$ cat src/rtl/uart_pkg.sv
// uart_pkg: shared types and timing helpers for the UART transmitter and
// receiver.
//   tx_state_t    - transmit FSM states
//   rx_state_t    - receive FSM states
//   clks_per_bit  - system clocks per serial bit (integer division)
//   half_bit      - clocks in half a bit period, used for mid-bit sampling
package uart_pkg;

  typedef enum logic [2:0] {
    TX_IDLE,
    TX_START,
    TX_DATA,
    TX_STOP,
    TX_DONE
  } tx_state_t;

  typedef enum logic [1:0] {
    RX_IDLE,
    RX_START,
    RX_DATA,
    RX_STOP
  } rx_state_t;

  function automatic int clks_per_bit(input int clk_freq, input int baud_rate);
    return clk_freq / baud_rate;
  endfunction

  function automatic int half_bit(input int cpb);
    return cpb / 2;
  endfunction

endpackage

$ cat src/rtl/uart_rx.sv
// uart_rx: 8N1 serial receiver.
//   clk, rst (async, active-low)
//   rx     - serial line, idle high; treated as already in the clk domain
//            (loopback or pre-synchronised pin)
//   doutrx - last byte whose stop bit read 1
//   donerx - high for CLKS_PER_BIT clocks after a good frame
// Start bit is re-checked at mid-bit to reject glitches; data and stop are
// sampled one bit period apart from there. uclk toggles at each sample.
module uart_rx
  import uart_pkg::*;
#(
  parameter int clk_freq  = 1000000,
  parameter int baud_rate = 9600
) (
  input  logic       clk,
  input  logic       rst,
  input  logic       rx,
  output logic [7:0] doutrx,
  output logic       donerx
);

  localparam int CLKS_PER_BIT = clks_per_bit(clk_freq, baud_rate);
  localparam int HALF_BIT     = half_bit(CLKS_PER_BIT);
  localparam int CW           = $clog2(CLKS_PER_BIT + 1);

  rx_state_t     state, state_d;
  logic [CW-1:0] cnt, cnt_d;
  logic [CW-1:0] done_cnt, done_cnt_d;
  logic [7:0]    shift, shift_d;
  logic [7:0]    dout_d;
  logic [2:0]    idx, idx_d;
  logic          done_d;
  logic          uclk, uclk_d;

  always_ff @(posedge clk or negedge rst) begin
    if (!rst) begin
      state    <= RX_IDLE;
      cnt      <= '0;
      done_cnt <= '0;
      shift    <= '0;
      idx      <= '0;
      doutrx   <= '0;
      donerx   <= 1'b0;
      uclk     <= 1'b0;
    end else begin
      state    <= state_d;
      cnt      <= cnt_d;
      done_cnt <= done_cnt_d;
      shift    <= shift_d;
      idx      <= idx_d;
      doutrx   <= dout_d;
      donerx   <= done_d;
      uclk     <= uclk_d;
    end
  end

  always_comb begin
    state_d    = state;
    cnt_d      = cnt;
    done_cnt_d = done_cnt;
    shift_d    = shift;
    idx_d      = idx;
    dout_d     = doutrx;
    done_d     = donerx;
    uclk_d     = uclk;

    // donerx window runs independently so a new frame can start under it.
    if (donerx) begin
      if (done_cnt == CW'(CLKS_PER_BIT - 1)) done_d = 1'b0;
      else done_cnt_d = done_cnt + CW'(1);
    end

    case (state)
      RX_IDLE: begin
        cnt_d = '0;
        if (!rx) state_d = RX_START;
      end
      RX_START: begin
        if (cnt == CW'(HALF_BIT - 1)) begin
          cnt_d   = '0;
          uclk_d  = ~uclk;
          idx_d   = 3'd0;
          state_d = rx ? RX_IDLE : RX_DATA;
        end else begin
          cnt_d = cnt + CW'(1);
        end
      end
      RX_DATA: begin
        if (cnt == CW'(CLKS_PER_BIT - 1)) begin
          cnt_d   = '0;
          uclk_d  = ~uclk;
          shift_d = {rx, shift[7:1]};
          idx_d   = idx + 3'd1;
          if (idx == 3'd7) state_d = RX_STOP;
        end else begin
          cnt_d = cnt + CW'(1);
        end
      end
      RX_STOP: begin
        if (cnt == CW'(CLKS_PER_BIT - 1)) begin
          cnt_d   = '0;
          uclk_d  = ~uclk;
          state_d = RX_IDLE;
          // A low stop bit is a framing error: keep the previous byte.
          if (rx) begin
            dout_d     = shift;
            done_d     = 1'b1;
            done_cnt_d = '0;
          end
        end else begin
          cnt_d = cnt + CW'(1);
        end
      end
      default: state_d = RX_IDLE;
    endcase
  end

endmodule

$ cat src/rtl/uart_tx.sv
// uart_tx: 8N1 serial transmitter.
//   clk, rst (async, active-low)
//   newd   - level request, only looked at on a bit tick while idle
//   dintx  - byte to send, latched when the request is accepted
//   tx     - serial line, idle high
//   donetx - high for exactly one bit period after the stop bit
// A free-running divider toggles uclk every HALF_BIT clocks; the cycle in
// which uclk rises is the bit tick. uclk is plain data, never a clock.
module uart_tx
  import uart_pkg::*;
#(
  parameter int clk_freq  = 1000000,
  parameter int baud_rate = 9600
) (
  input  logic       clk,
  input  logic       rst,
  input  logic       newd,
  input  logic [7:0] dintx,
  output logic       tx,
  output logic       donetx
);

  localparam int CLKS_PER_BIT = clks_per_bit(clk_freq, baud_rate);
  localparam int HALF_BIT     = half_bit(CLKS_PER_BIT);
  localparam int CW           = $clog2(CLKS_PER_BIT + 1);

  logic [CW-1:0] div_cnt;
  logic          uclk;
  logic          tick;

  tx_state_t     state, state_d;
  logic [7:0]    data, data_d;
  logic [2:0]    idx, idx_d;
  logic          tx_d, done_d;

  // Tick is the cycle whose edge makes uclk go 0 -> 1.
  assign tick = (div_cnt == CW'(HALF_BIT - 1)) && !uclk;

  // NOTE: sequential state uses non-blocking (<=) so every flop samples
  // pre-edge values; blocking here would create order-dependent races.
  always_ff @(posedge clk or negedge rst) begin
    if (!rst) begin
      div_cnt <= '0;
      uclk    <= 1'b0;
    end else if (div_cnt == CW'(HALF_BIT - 1)) begin
      div_cnt <= '0;
      uclk    <= ~uclk;
    end else begin
      div_cnt <= div_cnt + CW'(1);
    end
  end

  always_ff @(posedge clk or negedge rst) begin
    if (!rst) begin
      state  <= TX_IDLE;
      data   <= '0;
      idx    <= '0;
      tx     <= 1'b1;
      donetx <= 1'b0;
    end else begin
      state  <= state_d;
      data   <= data_d;
      idx    <= idx_d;
      tx     <= tx_d;
      donetx <= done_d;
    end
  end

  // NOTE: every output of this block is given a default first; a path that
  // left one unassigned would infer a latch.
  always_comb begin
    state_d = state;
    data_d  = data;
    idx_d   = idx;
    tx_d    = tx;
    done_d  = donetx;
    if (tick) begin
      case (state)
        TX_IDLE: begin
          if (newd) begin
            data_d  = dintx;
            tx_d    = 1'b0;
            state_d = TX_START;
          end else begin
            tx_d = 1'b1;
          end
        end
        TX_START: begin
          tx_d    = data[0];
          idx_d   = 3'd0;
          state_d = TX_DATA;
        end
        TX_DATA: begin
          if (idx == 3'd7) begin
            tx_d    = 1'b1;
            state_d = TX_STOP;
          end else begin
            idx_d = idx + 3'd1;
            tx_d  = data[idx_d];
          end
        end
        TX_STOP: begin
          done_d  = 1'b1;
          state_d = TX_DONE;
        end
        TX_DONE: begin
          done_d  = 1'b0;
          state_d = TX_IDLE;
        end
        default: state_d = TX_IDLE;
      endcase
    end
  end

endmodule

$ cat src/rtl/uart_top.sv
// uart_top: independent 8N1 transmitter and receiver on one clock.
//   clk, rst (async, active-low)
//   rx     - serial input, idle high
//   dintx  - byte to transmit; newd - transmit request (level)
//   tx     - serial output, idle high
//   doutrx - last good received byte
//   donetx - transmit-complete flag; donerx - receive-complete flag
module uart_top #(
  parameter int clk_freq  = 1000000,
  parameter int baud_rate = 9600
) (
  input  logic       clk,
  input  logic       rst,
  input  logic       rx,
  input  logic [7:0] dintx,
  input  logic       newd,
  output logic       tx,
  output logic [7:0] doutrx,
  output logic       donetx,
  output logic       donerx
);

  uart_tx #(
    .clk_freq (clk_freq),
    .baud_rate(baud_rate)
  ) utx (
    .clk   (clk),
    .rst   (rst),
    .newd  (newd),
    .dintx (dintx),
    .tx    (tx),
    .donetx(donetx)
  );

  uart_rx #(
    .clk_freq (clk_freq),
    .baud_rate(baud_rate)
  ) rtx (
    .clk   (clk),
    .rst   (rst),
    .rx    (rx),
    .doutrx(doutrx),
    .donerx(donerx)
  );

endmodule

$ cat config.mk
export PLATFORM = sky130hd
export DESIGN_NAME = uart_top
export DESIGN_NICKNAME = d
export VERILOG_FILES = /design/src/rtl/uart_pkg.sv /design/src/rtl/uart_rx.sv /design/src/rtl/uart_tx.sv /design/src/rtl/uart_top.sv
export SDC_FILE = /design/constraint.sdc
export NUM_CORES = 1
export LEC_CHECK = 0
export BUFFER_PORTS_ARGS = -buffer_cell sky130_fd_sc_hd__buf_2
export CELL_PAD_IN_SITES_DETAIL_PLACEMENT = 1
export CELL_PAD_IN_SITES_GLOBAL_PLACEMENT = 1
export CORE_AREA = 2 2 87 89
export CTS_CLUSTER_DIAMETER = 60
export CTS_CLUSTER_SIZE = 8
export DETAILED_ROUTE_END_ITERATION = 7
export DIE_AREA = 0 0 89 91
export PLACE_DENSITY = 0.78
export SLEW_MARGIN = 20
export SYNTH_ARGS = -nofsm -noshare
export SYNTH_HDL_FRONTEND = slang
export SYNTH_SLANG_ARGS = --single-unit
$ cat constraint.sdc
create_clock -name clk -period 1.75 [get_ports clk]
set_input_delay 0.35 -clock clk [delete_from_list [all_inputs] [get_ports clk]]
set_output_delay 0.35 -clock clk [all_outputs]
set_load 0.05 [all_outputs]
==> impl_metrics.toml, run 1 <==
[synthesis]
ys_seq_elements = 60
async_flop_share = 1.00
synth_common_cells = "dfrtp_1, nor2_1, mux2_2, nand3_1, a21oi_1"
syn_inst = 234
synth_area_leaders = "dfrtp_1, mux2_2, nor2_1, ha_1, xor2_1"
synthFlopType = "dfrtp_1"
yosysWarnings = 0
synth_most_common_cell = "dfrtp_1"
syn_area_um2 = 2770
yosysUniqueCellTypes = 38
yosysTopAreaCell = "dfrtp_1"
syn_nets = 253
synth_edf_count = 0
avgSynthCellArea_um2 = 11.8
synth_top_area_share = 0.534
seq_area_frac_synth = 0.543

[critical_path]
path_max_fanout = 8
crit_arrival_ns = 1.99
worstPathRequired_ns = 1.97
end_kind = "flop"
worstSetupStartpointType = "flop"
path_class = "reg -> reg"

[timing]
finClkSkew_ns = 0.00960
worst_pin_slew_ns = 0.507
finalSetupTns_ns = -0.0430
maxSlewViolCount = 0
fin_hold_ws_ns = 0.235
rsz0062_at_grt = "yes"
timing.final.ws_setup_ns = -0.0143
final-setup-viol-count = 6
hold_viol = 0
finalCriticalPeriod_ns = 1.76
fmax_ghz = 0.567
fin_crit_sh = 1.01
max_slew_margin = 0.662

[placed_design]
placed_area_um2 = 3140
dpl.hpwl_um = 4320
placed_cells = 367
routabilityCongestion = 0.788
dp_slack_ns = -0.0340
port_buffers = 22

[drt]
wirelength_um = 6260
post_drt_wl_per_cell_um = 16.2
via_per_inst = 5.21
drt_iter0_drc = 81
ant_nets = 0
vias = 2012
drtPass1Iterations = 4
drc_errors = 0

[layout]
fin_nets = 301
layout.cells.non_filler = 386
antenna_cells = 0
final_area_um2 = 3480
n_fill_cell = 792
area_growth_syn_to_layout_pct = 25.8
drive_above_1_share = 0.352

[grt]
antenna_found_initial = 0
grt_pass1_wl_um = 10500
overflow = 0
grt_pass1_vias = 2154
grt_max_degree = 33
gr-usage-all-layers = 0.170

[die]
row_count = 31
io_pins = 23
start_util = 0.387
die_area_um2 = 8100
die_h_um = 91
dieWidth_um = 89
core_area_um2 = 7140

[power_and_ir_drop]
vdd_ir_drop_max_v = 0.000489
p_per_area_nw_per_um2 = 892
p_leak_nw = 1.65

[clock_tree]
clockBufferDepth = 2
cts_root_buf = "clkbuf_8"
htree_num_levels = 3
numCtsBuffers = 9
cts_tree = "done"
cts_sinks = 60
clkSlewWorstSetupHoldPaths_ns = 0.07
clk_latency_ns = 0.34

[outcome]
violations = "negative setup slack"
status = "finished, violations left"

[min_path]
hold_class = "in -> reg"

[run]
maxCapViolCount = 0
critical path, cell delays in order (launching register included):
cell	delay, ns
dfrtp_1	0.38
or4b_4	0.58
nor3_4	0.21
nand3_4	0.17
mux2_2	0.31
logic make-up (layout without fill, tap and decap cells):
group                    after synthesis  count (layout)  share of synthesized area
adder cells (fa/ha/maj)                7               7                     0.0317
AO/OA/AOI/OAI                         30              30                     0.0710
multiplexers                          31              31                      0.133
flip-flops                            60              60                      0.543
buffers and inverters                  8              61                     0.0109
AND/OR/NAND/NOR                       84              84                      0.166
XOR/XNOR                              14              14                     0.0443
routing by layer:
metal | routed length [um] | track usage | vias to the layer above
met5 | 0 | 0 | -
met4 | 85 | 0.0410 | 0
met3 | 203 | 0.0664 | 9
met2 | 3230 | 0.279 | 30
met1 | 2740 | 0.208 | 1029
li1 | - | - | 944
placed cells by master, fill, tap and decap left out, drive strengths merged, types with 2 or more instances in the layout:
| cell type | count |
|---|---|
| nor3 | 8 |
| o31ai | 2 |
| mux2 | 26 |
| a21oi | 11 |
| xnor2 | 6 |
| xor2 | 8 |
| and4 | 2 |
| clkbuf | 13 |
| mux4 | 2 |
| nor2 | 30 |
| dfrtp | 59 |
| o2bb2ai | 3 |
| and2 | 2 |
| mux2i | 3 |
| inv | 2 |
| ha | 7 |
| nand4 | 7 |
| buf | 42 |
| nand3 | 13 |
| nor2b | 5 |
| a31oi | 6 |
| nand2 | 10 |
| a211oi | 2 |
| o21ai | 2 |
| bufinv | 3 |
what timing repair did:
| action | CTS | global route |
|---|---|---|
| pin swaps | 0 | 1 |
| setup endpoints to repair | 11 | 38 |
| hold buffers | 1 | 0 |
| hold endpoints to repair | 16 | 0 |
| resized for setup | 2 | 11 |
| buffers inserted | 2 | 0 |
power breakdown:
group          internal, mW  switching, mW  leakage, nW  total [mW]
Combinational        0.0221         0.0439        0.746      0.0660
Clock                  1.10          0.542        0.136        1.64
Sequential             1.39        0.00388        0.770        1.39
registers in the layout, summed over array words and instances, names as in the netlist, named ones only:
register	count
utx.tx	1
utx.idx	3
utx.uclk	1
rtx.idx	3
rtx.shift	8
utx.donetx	1
utx.data	8
rtx.cnt	7
rtx.doutrx	8
utx.div_cnt	7
rtx.donerx	1
rtx.state	1
rtx.done_cnt	7
utx.state	3
through the flow:
stage	power, mW	utilization
CTS	3.14	0.482
detailed placement	1.48	0.440
global placement	1.48	0.440
floorplan	1.43	-
global route	3.21	0.488
finish	3.10	0.488
cell type report:
type                            instances  area, um^2  area share
Multi-Input combinational cell        166        1270       0.366
Clock buffer                           13         179      0.0514
Clock inverter                          3        90.1      0.0259
Tap cell                               99         124      0.0356
Sequential cell                        60        1500       0.432
Inverter                                2        7.51     0.00216
Timing Repair Buffer                   43         303      0.0870
worst paths after layout:
kind                                startpoint        endpoint  slack (ns)  cells after the start
worst max-delay path            utx.div_cnt[2]     utx.data[7]       -0.01                      4
worst min-delay path                  dintx[1]     utx.data[1]        0.23                      2
worst max register to register  utx.div_cnt[2]     utx.data[7]       -0.01                      4
worst min register to register  utx.div_cnt[6]  utx.div_cnt[6]        0.48                      1
max in group asynchronous                  rst      rtx.cnt[4]        0.68                      3
min in group asynchronous                  rst      utx.donetx        0.51                      2
No activity file was read; power rests on OpenSTA's default activity.
==> run 2, diff against run 1 <==
--- a/config.mk
+++ b/config.mk
@@ -9,6 +9,7 @@
 export CELL_PAD_IN_SITES_DETAIL_PLACEMENT = 1
 export CELL_PAD_IN_SITES_GLOBAL_PLACEMENT = 1
 export CORE_AREA = 2 2 87 89
+export CTS_BUF_LIST = sky130_fd_sc_hd__clkbuf_16
 export CTS_CLUSTER_DIAMETER = 60
 export CTS_CLUSTER_SIZE = 8
 export DETAILED_ROUTE_END_ITERATION = 7
==> impl_metrics.toml, run 2 (synthesis results as in run 1) <==
[outcome]
status = "finished, violations left"
violations = "negative setup slack"

[layout]
n_fill_cell = 770
reg_top3 = "rtx.doutrx x8, rtx.shift x8, utx.data x8"
layout.cells.non_filler = 386
fin_nets = 301
area_growth_syn_to_layout_pct = 29.1
drive_above_1_share = 0.352
mostFrequentLayoutCells = "dfrtp_1, nor2_1, mux2_2"
seq_area_um2 = 1500
multiInputGateArea_um2 = 1290
final_area_um2 = 3570
antenna_cells = 0
final_common_cell = "dfrtp_1"

[clock_tree]
htree_num_levels = 3
numCtsBuffers = 9
clkSlewWorstSetupHoldPaths_ns = 0.05
cts_root_buf = "clkbuf_16"
clockBufferDepth = 2
cts_sinks = 60
clk_latency_ns = 0.33
cts_tree = "done"

[critical_path]
path_max_fanout = 8
cp_num_buf_inv = 0
cp_slowest_cell = "or4b_4"
end_kind = "flop"
slowest_delay_ns = 0.58
cp_top_family = "simple AND/OR/NAND/NOR gates"
worstSetupStartpointType = "flop"
worstPathRequired_ns = 1.96
path_class = "reg -> reg"
crit_arrival_ns = 1.98
crit_chain = "or4b_4 -> nor3_4 -> nand3_4 -> mux2_2"

[power_and_ir_drop]
clkPwrFrac = 0.575
p_leak_nw = 1.68
sw_frac_of_total = 0.190
vdd_ir_drop_max_v = 0.000608
p_seq_frac = 0.406
p_comb_frac = 0.019
p_sw_mw = 0.654
p_int_mw = 2.78
p_per_area_nw_per_um2 = 963

[die]
die_area_um2 = 8100
core_area_um2 = 7140
die_h_um = 91
io_pins = 23
dieWidth_um = 89
start_util = 0.387
row_count = 31

[placed_design]
routabilityCongestion = 0.788
placed_cells = 367
port_buffers = 22
placed_area_um2 = 3140
dp_slack_ns = -0.0340
dpl.hpwl_um = 4320

[drt]
ant_nets = 0
via_per_inst = 5.26
wirelength_um = 6650
post_drt_wl_per_cell_um = 17.2
drc_errors = 0
drt_iter0_drc = 57
drtPass1Iterations = 4
vias = 2029

[run]
maxCapViolCount = 0

[timing]
fin_hold_ws_ns = 0.253
fin_crit_sh = 1.01
max_slew_margin = 0.655
worst_pin_slew_ns = 0.518
finalCriticalPeriod_ns = 1.77
timing.final.ws_setup_ns = -0.0245
finClkSkew_ns = 0.00387
maxSlewViolCount = 0
hold_viol = 0
final-setup-viol-count = 8
fmax_ghz = 0.564
rsz0062_at_grt = "yes"

[grt]
grt_max_degree = 33
antenna_found_initial = 0
gr-usage-all-layers = 0.173
overflow = 0
grt_pass1_wl_um = 10600
grt_pass1_vias = 2225

[min_path]
hold_class = "in -> reg"
[run 2: changes by cell type in the layout (fill, tap and decap cells not counted), sizes merged]
cell    change
clkinv      +4
clkbuf      -3
buf         -1
[run 2: worst paths after layout]
check	startpoint	endpoint	slack (ns)	depth (start not counted)
worst max-delay path	utx.div_cnt[2]	utx.data[3]	-0.02	4
worst min-delay path	dintx[4]	utx.data[4]	0.25	2
worst max register to register	utx.div_cnt[2]	utx.data[3]	-0.02	4
worst min register to register	utx.div_cnt[6]	utx.div_cnt[6]	0.48	1
max in group asynchronous	rst	rtx.cnt[1]	0.67	3
min in group asynchronous	rst	utx.donetx	0.53	2
[run 2: power groups by stage]
| stage | Clock [mW] | Sequential [mW] | Combinational (mW) |
|---|---|---|---|
| 6_report | 1.98 | 1.40 | 0.0656 |
| 5_1_grt | 2.06 | 1.39 | 0.0744 |
| 4_1_cts | 2.00 | 1.40 | 0.0683 |
| 3_5_place_dp | 0 | 1.42 | 0.0656 |
| 3_3_place_gp | 0 | 1.42 | 0.0642 |
| 2_1_floorplan | 0 | 1.42 | 0.00946 |
[run 2: metrics by stage]
step | TNS [ns] | utilization | power [mW]
5_1_grt | -0.621 | 0.500 | 3.53
6_report | -0.0979 | 0.500 | 3.44
4_1_cts | -0.211 | 0.493 | 3.47
3_3_place_gp | 0 | 0.440 | 1.48
2_1_floorplan | -0.549 | - | 1.43
3_5_place_dp | -0.190 | 0.440 | 1.48
[run 2: worst reg2reg max path, delay by kind of cell, from the launching register on]
family        cells  cell delay (ns)
simple gates      3             0.97
mux               1             0.32
flops             1             0.37
[run 2: layer usage]
layer	global-route usage	vias to the layer above	wire [um]
met4	0.0498	0	93
met3	0.0618	11	191
met5	0	-	0
met1	0.207	1036	2890
met2	0.291	34	3470
li1	-	948	-
[run 2: repair_timing]
item / in CTS / in global routing
gates cloned: 0 / 1
pin swaps: 0 / 1
hold buffers: 1 / 0
hold endpoints to repair: 12 / 0
resized for setup: 5 / 13
endpoints found under the setup margin: 18 / 42
setup buffers: 2 / 0
[run 2: final cells by class]
cell class / count / share of cell area
Clock buffer: 9 / 0.0631
Sequential cell: 60 / 0.421
Tap cell: 99 / 0.0347
Inverter: 2 / 0.00210
Multi-Input combinational cell: 166 / 0.360
Timing Repair Buffer: 43 / 0.0897
Clock inverter: 7 / 0.0294
==> run 3, diff against run 2 <==
--- a/config.mk
+++ b/config.mk
@@ -8,13 +8,13 @@
 export BUFFER_PORTS_ARGS = -buffer_cell sky130_fd_sc_hd__buf_2
 export CELL_PAD_IN_SITES_DETAIL_PLACEMENT = 1
 export CELL_PAD_IN_SITES_GLOBAL_PLACEMENT = 1
-export CORE_AREA = 2 2 87 89
+export CORE_AREA = 2 2 84 86
 export CTS_BUF_LIST = sky130_fd_sc_hd__clkbuf_16
 export CTS_CLUSTER_DIAMETER = 60
 export CTS_CLUSTER_SIZE = 8
 export DETAILED_ROUTE_END_ITERATION = 7
-export DIE_AREA = 0 0 89 91
-export PLACE_DENSITY = 0.78
+export DIE_AREA = 0 0 86 88
+export PLACE_DENSITY = 0.82
 export SLEW_MARGIN = 20
 export SYNTH_ARGS = -nofsm -noshare
 export SYNTH_HDL_FRONTEND = slang
==> impl_metrics.toml, run 3 (synthesis results as in run 1) <==
[layout]
area_growth_syn_to_layout_pct = 26.9
final_area_um2 = 3510
antenna_cells = 0
final_common_cell = "dfrtp_1"
reg_top3 = "rtx.doutrx x8, rtx.shift x8, utx.data x8"
mostFrequentLayoutCells = "dfrtp_1, nor2_1, mux2_2"
fin_nets = 299
drive_above_1_share = 0.354

[clock_tree]
holdBufCountCts = 0
cts_tree = "done"
cts_sinks = 60
clockBufferDepth = 2
numCtsBuffers = 9
clk_latency_ns = 0.32
cts_root_buf = "clkbuf_16"
htree_num_levels = 3
clkSlewWorstSetupHoldPaths_ns = 0.05

[die]
core_area_um2 = 6640
start_util = 0.416
io_pins = 23
row_count = 30
die_area_um2 = 7570
die_h_um = 88
dieWidth_um = 86

[placed_design]
routabilityCongestion = 0.824
dpl.hpwl_um = 4150
placed_area_um2 = 3110
port_buffers = 22

[timing]
hold_viol = 0
worst_pin_slew_ns = 0.547
finalSetupTns_ns = -0.124
finClkSkew_ns = 0.00303
fin_hold_ws_ns = 0.0288
rsz0062_at_grt = "yes"
timing.final.ws_setup_ns = -0.0279
finalCriticalPeriod_ns = 1.78
max_slew_margin = 0.635
maxSlewViolCount = 0
fin_crit_sh = 1.02
final-setup-viol-count = 8
fmax_ghz = 0.562

[grt]
grt_pass1_vias = 2186
antenna_found_initial = 0
gr-usage-all-layers = 0.186
overflow = 0
grt_pass1_wl_um = 10700
grt_max_degree = 61

[critical_path]
path_class = "reg -> reg"
crit_arrival_ns = 1.98
end_kind = "flop"
path_max_fanout = 8
worstSetupStartpointType = "flop"
worstPathRequired_ns = 1.95
cp_slowest_cell = "or4b_4"
slowest_delay_ns = 0.56
crit_chain = "or4b_4 -> nor3_4 -> nand3_4 -> mux2_2"

[drt]
drc_errors = 0
route.met2.wl_um = 3530
dr_wl_met3_um = 213
top_layer_used = "met4"
wirelength_um = 6540
drtPass1Iterations = 4
wl_met1_um = 2680
drt_iter0_drc = 79
post_drt_wl_per_cell_um = 17.9
via_per_inst = 5.54
ant_nets = 0
vias = 2023

[outcome]
status = "finished, violations left"
violations = "negative setup slack"

[min_path]
hold_class = "in -> async"

[run]
maxCapViolCount = 0

[power_and_ir_drop]
p_leak_nw = 1.68
p_per_area_nw_per_um2 = 938
vdd_ir_drop_max_v = 0.000663
-- run 3: final timing paths --
kind / startpoint / endpoint / slack (ns) / depth (start not counted)
worst max-delay path: utx.div_cnt[3] / utx.data[6] / -0.03 / 4
worst min-delay path: rst / utx.donetx / 0.03 / 2
worst max register to register: utx.div_cnt[3] / utx.data[6] / -0.03 / 4
worst min register to register: rtx.cnt[0] / rtx.cnt[0] / 0.48 / 1
max in group asynchronous: rst / utx.tx / 1.43 / 2
min in group clk: dintx[3] / utx.data[3] / 0.26 / 2
-- run 3: layout make-up --
type	count	area [um^2]
inverters	2	7.51
fillers	699	3140
clock inverters	7	82.6
repair buffers	41	285
multi-input cells	166	1310
well taps	80	100
clock buffers	9	225
flip-flops and latches	60	1500
-- run 3: what timing repair did --
action                     CTS  global route
pin swaps                    0             3
setup buffers                1             0
gates resized for setup      9            10
setup endpoints to repair   26            42
-- run 3: metrics by stage --
stage	total power [mW]	util	worst slack [ns]	std cells
finish	3.29	0.528	-0.0279	365
global route	3.40	0.528	-0.100	365
CTS	3.33	0.521	-0.0454	365
detailed placement	1.48	0.469	-0.0328	348
global placement	1.48	0.469	0.0201	348
floorplan	1.43	-	-0.0686	234
-- run 3: power by group --
group	switching (mW)	total [mW]	internal, mW
Combinational	0.0420	0.0619	0.0199
Clock	0.607	1.83	1.23
Sequential	0.00404	1.40	1.39
Total	0.653	3.29	2.64
-- run 3: critical path: cells and delay by family (launching register included) --
family,cells,cell delay (ns)
flops,1,0.39
mux,1,0.31
simple gates,3,0.96
-- run 3: layer usage --
layer / GRT usage / vias up
met5: 0 / -
met4: 0.0779 / 0
li1: - / 941
met3: 0.0528 / 11
met2: 0.325 / 33
met1: 0.216 / 1038
